<file path="config.mk">
export PLATFORM = sky130hd
export DESIGN_NAME = pulse_train_gen
export DESIGN_NICKNAME = d
export VERILOG_FILES = /design/src/rtl/pulse_train_gen_pkg.sv /design/src/rtl/pulse_train_gen_phase_timer.sv /design/src/rtl/pulse_train_gen.sv
export SDC_FILE = /design/constraint.sdc
export NUM_CORES = 1
export LEC_CHECK = 0
export ABC_AREA = 0
export BUFFER_PORTS_ARGS = -buffer_cell sky130_fd_sc_hd__buf_2
export CAP_MARGIN = 20
export CORE_ASPECT_RATIO = 0.5
export CORE_UTILIZATION = 58
export CTS_CLUSTER_DIAMETER = 60
export DETAILED_ROUTE_END_ITERATION = 8
export GPL_TIMING_DRIVEN = 0
export HOLD_SLACK_MARGIN = 0.12
export PLACE_DENSITY = 0.8
export SLEW_MARGIN = 0
export SYNTH_ARGS = -nofsm -noshare
export SYNTH_HDL_FRONTEND = slang
export SYNTH_HIERARCHICAL = 1
export SYNTH_SLANG_ARGS = --single-unit
export TNS_END_PERCENT = 10
</file>
<file path="constraint.sdc">
create_clock -name clk -period 3.9 [get_ports clk]
set_input_delay 0.78 -clock clk [delete_from_list [all_inputs] [get_ports clk]]
set_output_delay 0.78 -clock clk [all_outputs]
set_load 0.01 [all_outputs]
</file>
<file path="src/rtl/pulse_train_gen_pkg.sv">
// ppt_pkg: shared types and helpers for the pulse-train generator and its
// controller.
//   ppt_state_e   : FSM state encoding (IDLE/HIGH/LOW/DONE, 2 bits)
//   PPT_W_DEFAULT : default width of the timing/count fields
//   clamp_min1()  : max(x,1); a zero high/low time means one cycle
package ppt_pkg;

  localparam int PPT_W_DEFAULT = 8;

  typedef enum logic [1:0] {
    ST_IDLE = 2'd0,
    ST_HIGH = 2'd1,
    ST_LOW  = 2'd2,
    ST_DONE = 2'd3
  } ppt_state_e;

  // Callers truncate the result back to their own field width.
  function automatic int unsigned clamp_min1(input int unsigned x);
    return (x == 0) ? 1 : x;
  endfunction

endpackage

</file>
<file path="src/rtl/pulse_train_gen_phase_timer.sv">
// phase_timer: loadable W-bit down-counter with a zero flag.
//   clk, rst : clock, synchronous active-high reset
//   load     : load load_val this cycle (has priority over en)
//   en       : count down by one; the counter stops at zero
//   load_val : value to load
//   cnt      : current count
//   zero     : cnt == 0
module phase_timer
  import ppt_pkg::*;
#(
  parameter int W = PPT_W_DEFAULT
) (
  input  logic         clk,
  input  logic         rst,
  input  logic         load,
  input  logic         en,
  input  logic [W-1:0] load_val,
  output logic [W-1:0] cnt,
  output logic         zero
);

  always_ff @(posedge clk) begin
    if (rst)                     cnt <= '0;
    else if (load)               cnt <= load_val;
    else if (en && cnt != '0)    cnt <= cnt - 1'b1;
  end

  assign zero = (cnt == '0);

endmodule

</file>
<file path="src/rtl/pulse_train_gen.sv">
// pulse_train_gen: programmable pulse-train source feeding the pulse counter.
// It emits N pulses of H high cycles and L low cycles each. N=0 runs the
// train continuously until stop. Every pulse is followed by at least one low
// cycle, so a rising-edge detector downstream sees each pulse.
//   clk, rst     : clock, synchronous active-high reset
//   start        : begin a train (honoured only in IDLE, and only without stop)
//   stop         : abort the train from any non-IDLE state
//   high_cycles  : high time per pulse (0 -> 1)
//   low_cycles   : low time after each pulse (0 -> 1)
//   num_pulses   : pulse count; 0 = continuous
//   pulse_out    : registered pulse train; high exactly while in HIGH
//   busy         : state != IDLE
//   done         : one-cycle strobe in DONE (normal completion only)
//   pulse_idx    : pulses started since the last start; wraps
module pulse_train_gen
  import ppt_pkg::*;
#(
  parameter int W = PPT_W_DEFAULT
) (
  input  logic         clk,
  input  logic         rst,
  input  logic         start,
  input  logic         stop,
  input  logic [W-1:0] high_cycles,
  input  logic [W-1:0] low_cycles,
  input  logic [W-1:0] num_pulses,
  output logic         pulse_out,
  output logic         busy,
  output logic         done,
  output logic [W-1:0] pulse_idx
);

  ppt_state_e state, state_nxt;

  // Config latched at start
  logic [W-1:0] h_lat, l_lat, remaining;
  logic         cont;

  // Control from the next-state logic
  logic         tmr_load, tmr_en, start_acc, advance;
  logic [W-1:0] tmr_val;
  logic [W-1:0] tmr_cnt;
  logic         tmr_zero;

  // Clamped values straight from the inputs, used at latch time
  logic [W-1:0] h_clamp, l_clamp;
  assign h_clamp = W'(clamp_min1(32'(high_cycles)));
  assign l_clamp = W'(clamp_min1(32'(low_cycles)));

  phase_timer #(.W(W)) u_phase (
    .clk      (clk),
    .rst      (rst),
    .load     (tmr_load),
    .en       (tmr_en),
    .load_val (tmr_val),
    .cnt      (tmr_cnt),
    .zero     (tmr_zero)
  );

  // State register
  always_ff @(posedge clk) begin
    if (rst) state <= ST_IDLE;
    else     state <= state_nxt;
  end

  // Next-state and phase-timer control. stop beats every transition.
  always_comb begin
    state_nxt = state;
    tmr_load  = 1'b0;
    tmr_en    = 1'b0;
    tmr_val   = '0;
    start_acc = 1'b0;
    advance   = 1'b0;
    case (state)
      ST_IDLE: begin
        if (start && !stop) begin
          state_nxt = ST_HIGH;
          start_acc = 1'b1;
          tmr_load  = 1'b1;
          tmr_val   = h_clamp - 1'b1;
        end
      end
      ST_HIGH: begin
        if (stop) begin
          state_nxt = ST_IDLE;
        end else if (tmr_zero) begin
          state_nxt = ST_LOW;
          tmr_load  = 1'b1;
          tmr_val   = l_lat - 1'b1;
        end else begin
          tmr_en = 1'b1;
        end
      end
      ST_LOW: begin
        if (stop) begin
          state_nxt = ST_IDLE;
        end else if (tmr_zero) begin
          if (!cont && remaining == W'(1)) begin
            state_nxt = ST_DONE;
          end else begin
            state_nxt = ST_HIGH;
            advance   = 1'b1;
            tmr_load  = 1'b1;
            tmr_val   = h_lat - 1'b1;
          end
        end else begin
          tmr_en = 1'b1;
        end
      end
      ST_DONE: state_nxt = ST_IDLE;
      default: state_nxt = ST_IDLE;
    endcase
  end

  // Latched config, remaining-pulse count and pulse index
  always_ff @(posedge clk) begin
    if (rst) begin
      h_lat     <= '0;
      l_lat     <= '0;
      cont      <= 1'b0;
      remaining <= '0;
      pulse_idx <= '0;
    end else if (start_acc) begin
      h_lat     <= h_clamp;
      l_lat     <= l_clamp;
      cont      <= (num_pulses == '0);
      remaining <= num_pulses;
      pulse_idx <= W'(1);
    end else if (advance) begin
      // advance only fires when remaining > 1 or continuous, so no underflow
      pulse_idx <= pulse_idx + 1'b1;
      if (!cont) remaining <= remaining - 1'b1;
    end
  end

  // pulse_out is registered from the next state so it tracks state==HIGH
  // exactly, with no combinational path to the counter's edge detector.
  always_ff @(posedge clk) begin
    if (rst) pulse_out <= 1'b0;
    else     pulse_out <= (state_nxt == ST_HIGH);
  end

  // Output decode
  always_comb begin
    busy = (state != ST_IDLE);
    done = (state == ST_DONE);
  end

endmodule
</file>
==> flow_summary.html, run 1 <==
<table>
<tr><th>Metric</th><th>Value</th></tr>
<tr><th colspan="2">Worst hold path</th></tr>
<tr><td>Hold Startpoint</td><td>l_lat[7]$_SDFFE_PP0P_</td></tr>
<tr><td>Hold Path End</td><td>l_lat[7]$_SDFFE_PP0P_</td></tr>
<tr><td>Hold crit path type</td><td>reg2reg</td></tr>
<tr><td>Instance count along the most critical hold path</td><td>2</td></tr>
<tr><th colspan="2">Floorplan</th></tr>
<tr><td>Number of ports placed on the die boundary</td><td>39</td></tr>
<tr><td>Die outline width</td><td>100.9 µm</td></tr>
<tr><td>Die height</td><td>51.46 µm</td></tr>
<tr><td>Placeable core region</td><td>0.004552 mm²</td></tr>
<tr><td>Starting density of the core</td><td>0.6234</td></tr>
<tr><td>Site row count</td><td>17</td></tr>
<tr><td>Die area</td><td>0.005193 mm²</td></tr>
<tr><th colspan="2">Placed design</th></tr>
<tr><td>GPL Wtd Cong</td><td>0.9272</td></tr>
<tr><td>Number of port buffers</td><td>38</td></tr>
<tr><td>Sum of net half-perimeters after detailed placement</td><td>5487 µm</td></tr>
<tr><td>Setup WS pre-CTS</td><td>532.2 ps</td></tr>
<tr><th colspan="2">Finish</th></tr>
<tr><td>Area taken by flip-flops and latches</td><td>880.8 µm²</td></tr>
<tr><td>Area grow syn2layout</td><td>12.92%</td></tr>
<tr><td>Post-Route Utilization</td><td>0.7040</td></tr>
<tr><td>Number of filler instances in the final layout</td><td>405</td></tr>
<tr><td>Antenna fix cells</td><td>0</td></tr>
<tr><td>Area of the multi-input gates</td><td>0.001782 mm²</td></tr>
<tr><td>Final layout net count</td><td>445</td></tr>
<tr><td>Fraction of final layout cells sized beyond drive strength 1</td><td>0.1654</td></tr>
<tr><th colspan="2">Yosys</th></tr>
<tr><td>Top cells by area in the synthesized netlist</td><td>dfxtp_1 (31%), a21oi_1 (6.3%), ha_1 (5.7%), nand2_1 (5.7%), nor2_1 (3.4%)</td></tr>
<tr><td>Prevailing post-synth register cell</td><td>dfxtp_1</td></tr>
<tr><td>Most common library cells after synthesis</td><td>dfxtp_1 (44), nand2_1 (43), a21oi_1 (36)</td></tr>
<tr><td>Warning count from the yosys run</td><td>6</td></tr>
<tr><td>Fraction of synthesis flops using an asynchronous set or reset pin</td><td>0</td></tr>
<tr><td>Number of different library cells in the post-synthesis netlist</td><td>57</td></tr>
<tr><td>Top-count cell post-synth</td><td>dfxtp_1</td></tr>
<tr><td>Top cell type's share of synthesized area</td><td>0.3104</td></tr>
<tr><td>Mean Syn Cell Area</td><td>7.905 µm²</td></tr>
<tr><td>Gate count after technology mapping</td><td>359</td></tr>
<tr><td>EDFF count, synth</td><td>0</td></tr>
<tr><td>Synthesized cell area</td><td>0.002838 mm²</td></tr>
<tr><td>Sequential share of the synthesized area</td><td>0.3104</td></tr>
<tr><td>Synth Register Bits</td><td>44</td></tr>
<tr><td>Library cell with the largest summed area after synthesis</td><td>dfxtp_1</td></tr>
<tr><td>Syn_nets</td><td>400</td></tr>
<tr><th colspan="2">Pwr</th></tr>
<tr><td>Peak supply drop</td><td>0.0001679 V</td></tr>
<tr><td>Power density over the cells</td><td>370.3 mW/mm²</td></tr>
<tr><td>Leakage</td><td>1.206 nW</td></tr>
<tr><th colspan="2">Clocking</th></tr>
<tr><td>Clk pin slew, worst setup/hold paths</td><td>80 ps</td></tr>
<tr><td>CTS-repair resized insts</td><td>0</td></tr>
<tr><td>Number of H-tree levels</td><td>2</td></tr>
<tr><td>Max Buffers Root-to-Sink</td><td>2</td></tr>
<tr><td>CTS hold repair buffers</td><td>0</td></tr>
<tr><td>CTS root buf</td><td>clkbuf_8</td></tr>
<tr><td>Clock Sinks</td><td>44</td></tr>
<tr><td>Clock tree from TritonCTS</td><td>yes</td></tr>
<tr><td>Insertion delay to the later sink of the worst-skew pair</td><td>300 ps</td></tr>
<tr><td>Num CTS Buffers</td><td>5</td></tr>
<tr><td>Setup Fix Bufs, Post-CTS</td><td>0</td></tr>
<tr><th colspan="2">Critical path</th></tr>
<tr><td>Register-to-Register Path Depth</td><td>11</td></tr>
<tr><td>Setup slack on the worst flop-to-flop path</td><td>490 ps</td></tr>
<tr><td>Master of the slowest instance on the critical path</td><td>or4_4</td></tr>
<tr><td>Endpoint of the lowest-slack register-to-register path</td><td>u_phase/cnt[1]$_SDFFE_PP0P_</td></tr>
<tr><td>Cell repeated most along the worst path</td><td>buf_2</td></tr>
<tr><td>Worst-path fanout max</td><td>10</td></tr>
<tr><td>Reg-to-Reg Start</td><td>u_phase/cnt[2]$_SDFFE_PP0P_</td></tr>
<tr><td>Required time of the critical path</td><td>4070 ps</td></tr>
<tr><td>Crit start category</td><td>register</td></tr>
<tr><td>Type of element capturing the critical path</td><td>register</td></tr>
<tr><td>Critical path arrival</td><td>3580 ps</td></tr>
<tr><td>Setup CP Type</td><td>reg2reg</td></tr>
<tr><td>Slowest cell delay on critical path</td><td>600 ps</td></tr>
<tr><td>Ordered list of cells on the worst path</td><td>or4_4 &gt; nor4_1 &gt; buf_2 &gt; and3b_1 &gt; o31ai_1 &gt; buf_2 &gt; a31oi_1 &gt; clkbuf_1 &gt; clkinv_1 &gt; nand4b_1 &gt; o211ai_1</td></tr>
<tr><th colspan="2">Drt</th></tr>
<tr><td>Highest metal layer with signal wires</td><td>met4</td></tr>
<tr><td>Post-Route M1 WL</td><td>3453 µm</td></tr>
<tr><td>Routed wirelength normalized by instance count</td><td>15.05 µm</td></tr>
<tr><td>Antenna-violating nets left</td><td>0</td></tr>
<tr><td>Avg Vias per Cell</td><td>6.036</td></tr>
<tr><td>Total number of vias</td><td>2843</td></tr>
<tr><td>Detail Route met3 WL</td><td>519 µm</td></tr>
<tr><td>Number of search-and-repair iterations in the first detailed-routing pass</td><td>5</td></tr>
<tr><td>Wire length reported by the detailed router</td><td>7087 µm</td></tr>
<tr><td>Detailed router's first-iteration violation count</td><td>205</td></tr>
<tr><td>Post-route DRC</td><td>0</td></tr>
<tr><td>Wire length on met2</td><td>3057 µm</td></tr>
<tr><th colspan="2">Timing</th></tr>
<tr><td>Count of final setup violators</td><td>0</td></tr>
<tr><td>FMAX</td><td>292.9 MHz</td></tr>
<tr><td>Max-slew headroom</td><td>0.3820</td></tr>
<tr><td>Actual slew at the worst max-slew pin</td><td>925.0 ps</td></tr>
<tr><td>Fin crit share</td><td>0.8754</td></tr>
<tr><td>Final TNS setup</td><td>0 ps</td></tr>
<tr><td>Final max-slew violation count</td><td>0</td></tr>
<tr><td>Final worst setup slack</td><td>485.9 ps</td></tr>
<tr><td>Setup skew after layout</td><td>8.877 ps</td></tr>
<tr><td>Setup repair after global routing missed its margin</td><td>false</td></tr>
<tr><td>Final Hold Violating Endpoints</td><td>0</td></tr>
<tr><td>Time the worst path needs with I/O delays and setup</td><td>3414 ps</td></tr>
<tr><th colspan="2">Global routing</th></tr>
<tr><td>Pin count of the biggest net entering global routing</td><td>14</td></tr>
<tr><td>GRT Util Overall</td><td>0.2964</td></tr>
<tr><td>Total gr overflow</td><td>0</td></tr>
<tr><td>Initial antenna violation count</td><td>0</td></tr>
<tr><td>Via count of the first global-routing pass</td><td>2494</td></tr>
<tr><td>Wire length of the first global-routing pass</td><td>11720 µm</td></tr>
<tr><th colspan="2">Flow run</th></tr>
<tr><td>Reported max-cap violation count</td><td>0</td></tr>
<tr><th colspan="2">Run status</th></tr>
<tr><td>Status</td><td>completed</td></tr>
</table>
registers in the layout, indices dropped and copies added, names as in the netlist:
name	cells
u_phase/cnt	8
pulse_idx	8
pulse_out	1
state	2
h_lat	8
l_lat	8
cont	1
remaining	8
power breakdown:
group	internal (W)	switching, W	total, W
clock	0.000144	0.000160	0.000304
combinational	0.000146	0.000212	0.000358
sequential	0.000484	0.0000397	0.000524
worst max-delay path by stage:
stage / start / end / slack (ps) / cells past startpoint
finish: u_phase/cnt[2]$_SDFFE_PP0P_ / u_phase/cnt[1]$_SDFFE_PP0P_ / 490 / 11
global placement: u_phase/cnt[2]$_SDFFE_PP0P_ / u_phase/cnt[1]$_SDFFE_PP0P_ / 620 / 11
CTS: u_phase/cnt[2]$_SDFFE_PP0P_ / u_phase/cnt[1]$_SDFFE_PP0P_ / 520 / 11
detailed placement: u_phase/cnt[2]$_SDFFE_PP0P_ / u_phase/cnt[1]$_SDFFE_PP0P_ / 530 / 11
floorplan: u_phase/cnt[2]$_SDFFE_PP0P_ / u_phase/cnt[1]$_SDFFE_PP0P_ / 1140 / 11
global route: u_phase/cnt[2]$_SDFFE_PP0P_ / u_phase/cnt[1]$_SDFFE_PP0P_ / 190 / 11
per-stage QoR:
stage / cell area [µm²] / hold slack [ps] / total power (W) / instances
finish: 3204 / 457.8 / 0.001187 / 471
global route: 3204 / 472.8 / 0.001258 / 471
CTS: 3204 / 459.4 / 0.001185 / 471
detailed placement: 3110 / 447.6 / 0.0008857 / 463
global placement: 3110 / 446.9 / 0.0008694 / 463
floorplan: 2838 / 436.3 / 0.0007859 / 359
per-layer routing:
metal | up-vias | GRT usage
met5 | - | 0
met4 | 0 | 0.07246
met3 | 6 | 0.06566
met2 | 93 | 0.4612
met1 | 1335 | 0.4171
li1 | 1409 | -
layout by cell type, fill, tap and decap left out, types with 4 or more instances in the layout:
master    count
nand2_1      43
nor4_1        7
nor3b_1       8
a311oi_1      5
dfxtp_1      44
or3_1         7
a21oi_1      36
ha_1         13
o21a_1        4
o311ai_0      4
inv_1        21
a211oi_1     12
o21ai_0      12
nor3_1        9
clkbuf_8      6
o31ai_1       7
xor2_1       10
buf_2        40
xnor2_1       5
clkbuf_1     13
nand3_1       6
a31oi_1       5
or4_1         8
nor2_1       26
worst max-delay path: cells and delay by family (launching register included):
kind / cells / cell delay, ps
AO/OA/AOI/OAI: 3 / 460
AND/OR/NAND/NOR: 4 / 1320
flip-flops: 1 / 370
buffers and inverters: 4 / 1150
cell families (layout without fill, tap and decap cells):
group / Yosys count / in the layout / synth area share
AOI/OAI and AO/OA: 101 / 101 / 0.2443
xor gates and xnor gates: 15 / 15 / 0.04629
adders and majority gates: 13 / 13 / 0.05732
buffers and inverters: 41 / 87 / 0.06173
DFF: 44 / 44 / 0.3104
muxes: 3 / 3 / 0.01146
and+or+nand+nor: 142 / 142 / 0.2685
cell type report:
type / instances / share of cell area
buffer: 19 / 0.02889
clock inverter: 1 / 0.002343
tap: 66 / 0.02577
multi-input combinational: 274 / 0.5560
sequential: 44 / 0.2749
clock buffer: 7 / 0.02694
inverter: 22 / 0.02577
timing repair buffer: 38 / 0.05935
(Power assumes the default switching activity.)
==> run 2, diff against run 1 <==
--- a/config.mk
+++ b/config.mk
@@ -11,3 +11,3 @@
 export CORE_ASPECT_RATIO = 0.5
-export CORE_UTILIZATION = 58
+export CORE_UTILIZATION = 55
 export CTS_CLUSTER_DIAMETER = 60
@@ -16,3 +16,3 @@
 export HOLD_SLACK_MARGIN = 0.12
-export PLACE_DENSITY = 0.8
+export PLACE_DENSITY = 0.77
 export SLEW_MARGIN = 0
--- a/constraint.sdc
+++ b/constraint.sdc
@@ -3,2 +3,2 @@
 set_output_delay 0.78 -clock clk [all_outputs]
-set_load 0.01 [all_outputs]
+set_load 0.005 [all_outputs]
==> flow_summary.html, run 2 (synthesis gave the netlist of run 1 again) <==
<table>
<tr><th>Metric</th><th>Value</th></tr>
<tr><th colspan="2">Drt</th></tr>
<tr><td>Total number of vias</td><td>2814</td></tr>
<tr><td>Number of search-and-repair iterations in the first detailed-routing pass</td><td>5</td></tr>
<tr><td>Post-route DRC</td><td>0</td></tr>
<tr><td>Wire length reported by the detailed router</td><td>7425 µm</td></tr>
<tr><td>Detailed router's first-iteration violation count</td><td>211</td></tr>
<tr><td>Antenna-violating nets left</td><td>0</td></tr>
<tr><td>Routed wirelength normalized by instance count</td><td>15.63 µm</td></tr>
<tr><td>Avg Vias per Cell</td><td>5.924</td></tr>
<tr><th colspan="2">Finish</th></tr>
<tr><td>Final layout net count</td><td>445</td></tr>
<tr><td>Non-filler instance count after layout</td><td>475</td></tr>
<tr><td>Fraction of final layout cells sized beyond drive strength 1</td><td>0.1679</td></tr>
<tr><td>Area grow syn2layout</td><td>13.71%</td></tr>
<tr><td>Antenna fix cells</td><td>0</td></tr>
<tr><td>Highest-count cells in the layout ignoring fill and taps</td><td>dfxtp_1 (44), nand2_1 (43), buf_2 (40)</td></tr>
<tr><td>Number of filler instances in the final layout</td><td>446</td></tr>
<tr><td>Area of the multi-input gates</td><td>0.001782 mm²</td></tr>
<tr><td>Leading cell type in the layout, fill and taps excluded</td><td>dfxtp_1</td></tr>
<tr><td>Area taken by flip-flops and latches</td><td>880.8 µm²</td></tr>
<tr><th colspan="2">Timing</th></tr>
<tr><td>Max-slew headroom</td><td>0.4416</td></tr>
<tr><td>Final TNS setup</td><td>0 ps</td></tr>
<tr><td>Fin crit share</td><td>0.8625</td></tr>
<tr><td>Time the worst path needs with I/O delays and setup</td><td>3364 ps</td></tr>
<tr><td>Actual slew at the worst max-slew pin</td><td>835.7 ps</td></tr>
<tr><td>Count of final setup violators</td><td>0</td></tr>
<tr><td>Final Hold Violating Endpoints</td><td>0</td></tr>
<tr><td>Setup repair after global routing missed its margin</td><td>false</td></tr>
<tr><td>FMAX</td><td>297.3 MHz</td></tr>
<tr><td>Final max-slew violation count</td><td>0</td></tr>
<tr><td>Setup skew after layout</td><td>7.427 ps</td></tr>
<tr><th colspan="2">Placed design</th></tr>
<tr><td>Placed Instances</td><td>467</td></tr>
<tr><td>Sum of net half-perimeters after detailed placement</td><td>5625 µm</td></tr>
<tr><td>GPL Wtd Cong</td><td>0.9145</td></tr>
<tr><td>Number of port buffers</td><td>38</td></tr>
<tr><th colspan="2">Critical path</th></tr>
<tr><td>Crit start category</td><td>register</td></tr>
<tr><td>Register-to-Register Path Depth</td><td>11</td></tr>
<tr><td>Reg-to-Reg Start</td><td>u_phase/cnt[2]$_SDFFE_PP0P_</td></tr>
<tr><td>Critical path arrival</td><td>3540 ps</td></tr>
<tr><td>Setup CP Type</td><td>reg2reg</td></tr>
<tr><td>Endpoint of the lowest-slack register-to-register path</td><td>u_phase/cnt[1]$_SDFFE_PP0P_</td></tr>
<tr><td>Worst-path fanout max</td><td>10</td></tr>
<tr><td>Required time of the critical path</td><td>4070 ps</td></tr>
<tr><td>Setup slack on the worst flop-to-flop path</td><td>540 ps</td></tr>
<tr><td>Type of element capturing the critical path</td><td>register</td></tr>
<tr><th colspan="2">Global routing</th></tr>
<tr><td>Via count of the first global-routing pass</td><td>2451</td></tr>
<tr><td>GRT Util Overall</td><td>0.2768</td></tr>
<tr><td>Pin count of the biggest net entering global routing</td><td>15</td></tr>
<tr><td>Initial antenna violation count</td><td>0</td></tr>
<tr><td>Wire length of the first global-routing pass</td><td>11560 µm</td></tr>
<tr><td>Total gr overflow</td><td>0</td></tr>
<tr><th colspan="2">Floorplan</th></tr>
<tr><td>Placeable core region</td><td>0.004955 mm²</td></tr>
<tr><td>Number of ports placed on the die boundary</td><td>39</td></tr>
<tr><td>Starting density of the core</td><td>0.5727</td></tr>
<tr><td>Die outline width</td><td>103.6 µm</td></tr>
<tr><td>Die height</td><td>52.79 µm</td></tr>
<tr><td>Site row count</td><td>18</td></tr>
<tr><td>Die area</td><td>0.005468 mm²</td></tr>
<tr><th colspan="2">Worst hold path</th></tr>
<tr><td>Hold Startpoint</td><td>l_lat[7]$_SDFFE_PP0P_</td></tr>
<tr><td>Hold Path End</td><td>l_lat[7]$_SDFFE_PP0P_</td></tr>
<tr><td>Hold crit path type</td><td>reg2reg</td></tr>
<tr><td>Instance count along the most critical hold path</td><td>2</td></tr>
<tr><th colspan="2">Run status</th></tr>
<tr><td>Status</td><td>completed</td></tr>
<tr><th colspan="2">Clocking</th></tr>
<tr><td>Clock tree from TritonCTS</td><td>yes</td></tr>
<tr><td>Number of H-tree levels</td><td>2</td></tr>
<tr><td>Insertion delay to the later sink of the worst-skew pair</td><td>300 ps</td></tr>
<tr><td>Setup Fix Bufs, Post-CTS</td><td>0</td></tr>
<tr><td>CTS root buf</td><td>clkbuf_8</td></tr>
<tr><td>Clock Sinks</td><td>44</td></tr>
<tr><td>CTS hold repair buffers</td><td>0</td></tr>
<tr><td>Num CTS Buffers</td><td>5</td></tr>
<tr><td>Max Buffers Root-to-Sink</td><td>2</td></tr>
<tr><td>Clk pin slew, worst setup/hold paths</td><td>90 ps</td></tr>
<tr><td>CTS-repair resized insts</td><td>0</td></tr>
<tr><th colspan="2">Pwr</th></tr>
<tr><td>Leakage</td><td>1.216 nW</td></tr>
<tr><td>Power density over the cells</td><td>384.3 mW/mm²</td></tr>
<tr><td>Peak supply drop</td><td>0.0001636 V</td></tr>
<tr><th colspan="2">Flow run</th></tr>
<tr><td>Reported max-cap violation count</td><td>0</td></tr>
</table>
run 2: changes by cell type in the layout (fill, tap and decap cells not counted):
cell and change:
clkinv_2 +1, bufinv_16 +1, clkbuf_1 -1, clkbuf_8 -1
run 2: metal layers:
layer | track usage | routed length (µm) | vias up
met2 | 0.4474 | 3232 | 107
met5 | 0 | 0 | -
li1 | - | - | 1407
met1 | 0.3687 | 3509 | 1281
met3 | 0.06087 | 548 | 19
met4 | 0.09662 | 134 | 0
run 2: worst max-delay path, cell delays in order (launching register included):
cell      delay [ps]
dfxtp_1          370
or4_4            600
nor4_1           250
buf_2            260
and3b_1          240
o31ai_1          140
buf_2            200
a31oi_1          200
clkbuf_1         330
clkinv_1         350
nand4b_1         200
o211ai_1          90
run 2: how the worst max path moves through the flow:
stage          cells past startpoint                     endpoint                        start  slack [ps]
2_1_floorplan                     11  u_phase/cnt[1]$_SDFFE_PP0P_  u_phase/cnt[2]$_SDFFE_PP0P_        1140
3_3_place_gp                      11  u_phase/cnt[1]$_SDFFE_PP0P_  u_phase/cnt[2]$_SDFFE_PP0P_         640
3_5_place_dp                      11  u_phase/cnt[1]$_SDFFE_PP0P_  u_phase/cnt[2]$_SDFFE_PP0P_         590
4_1_cts                           11  u_phase/cnt[1]$_SDFFE_PP0P_  u_phase/cnt[2]$_SDFFE_PP0P_         560
5_1_grt                           11  u_phase/cnt[1]$_SDFFE_PP0P_  u_phase/cnt[2]$_SDFFE_PP0P_         260
6_report                          11  u_phase/cnt[1]$_SDFFE_PP0P_  u_phase/cnt[2]$_SDFFE_PP0P_         540
run 2: through the flow:
step                 power, W  hold WS (ps)  setup WS, ps  cell area [µm²]    util
detailed placement  0.0008862         459.2         586.8             3115  0.6288
global placement    0.0008679         447.1         637.4             3115  0.6288
finish               0.001240         470.3         536.1             3227  0.6513
CTS                  0.001240         471.7         560.5             3227  0.6513
floorplan           0.0007840         436.3          1136             2838       -
global route         0.001307         498.9         261.0             3227  0.6513
run 2: cell type report:
type,instances,share of cell area
multi-input combinational,274,0.5522
buffer,19,0.02869
clock inverter,3,0.01318
inverter,22,0.02559
clock buffer,5,0.02133
tap,70,0.02714
sequential,44,0.2730
timing repair buffer,38,0.05894
run 2: power by group:
part / internal (W) / leakage [nW] / switching (W) / total, W
clock network: 0.000190 / 0.0541 / 0.000164 / 0.000354
logic: 0.000146 / 0.803 / 0.000215 / 0.000361
registers: 0.000484 / 0.359 / 0.0000408 / 0.000525
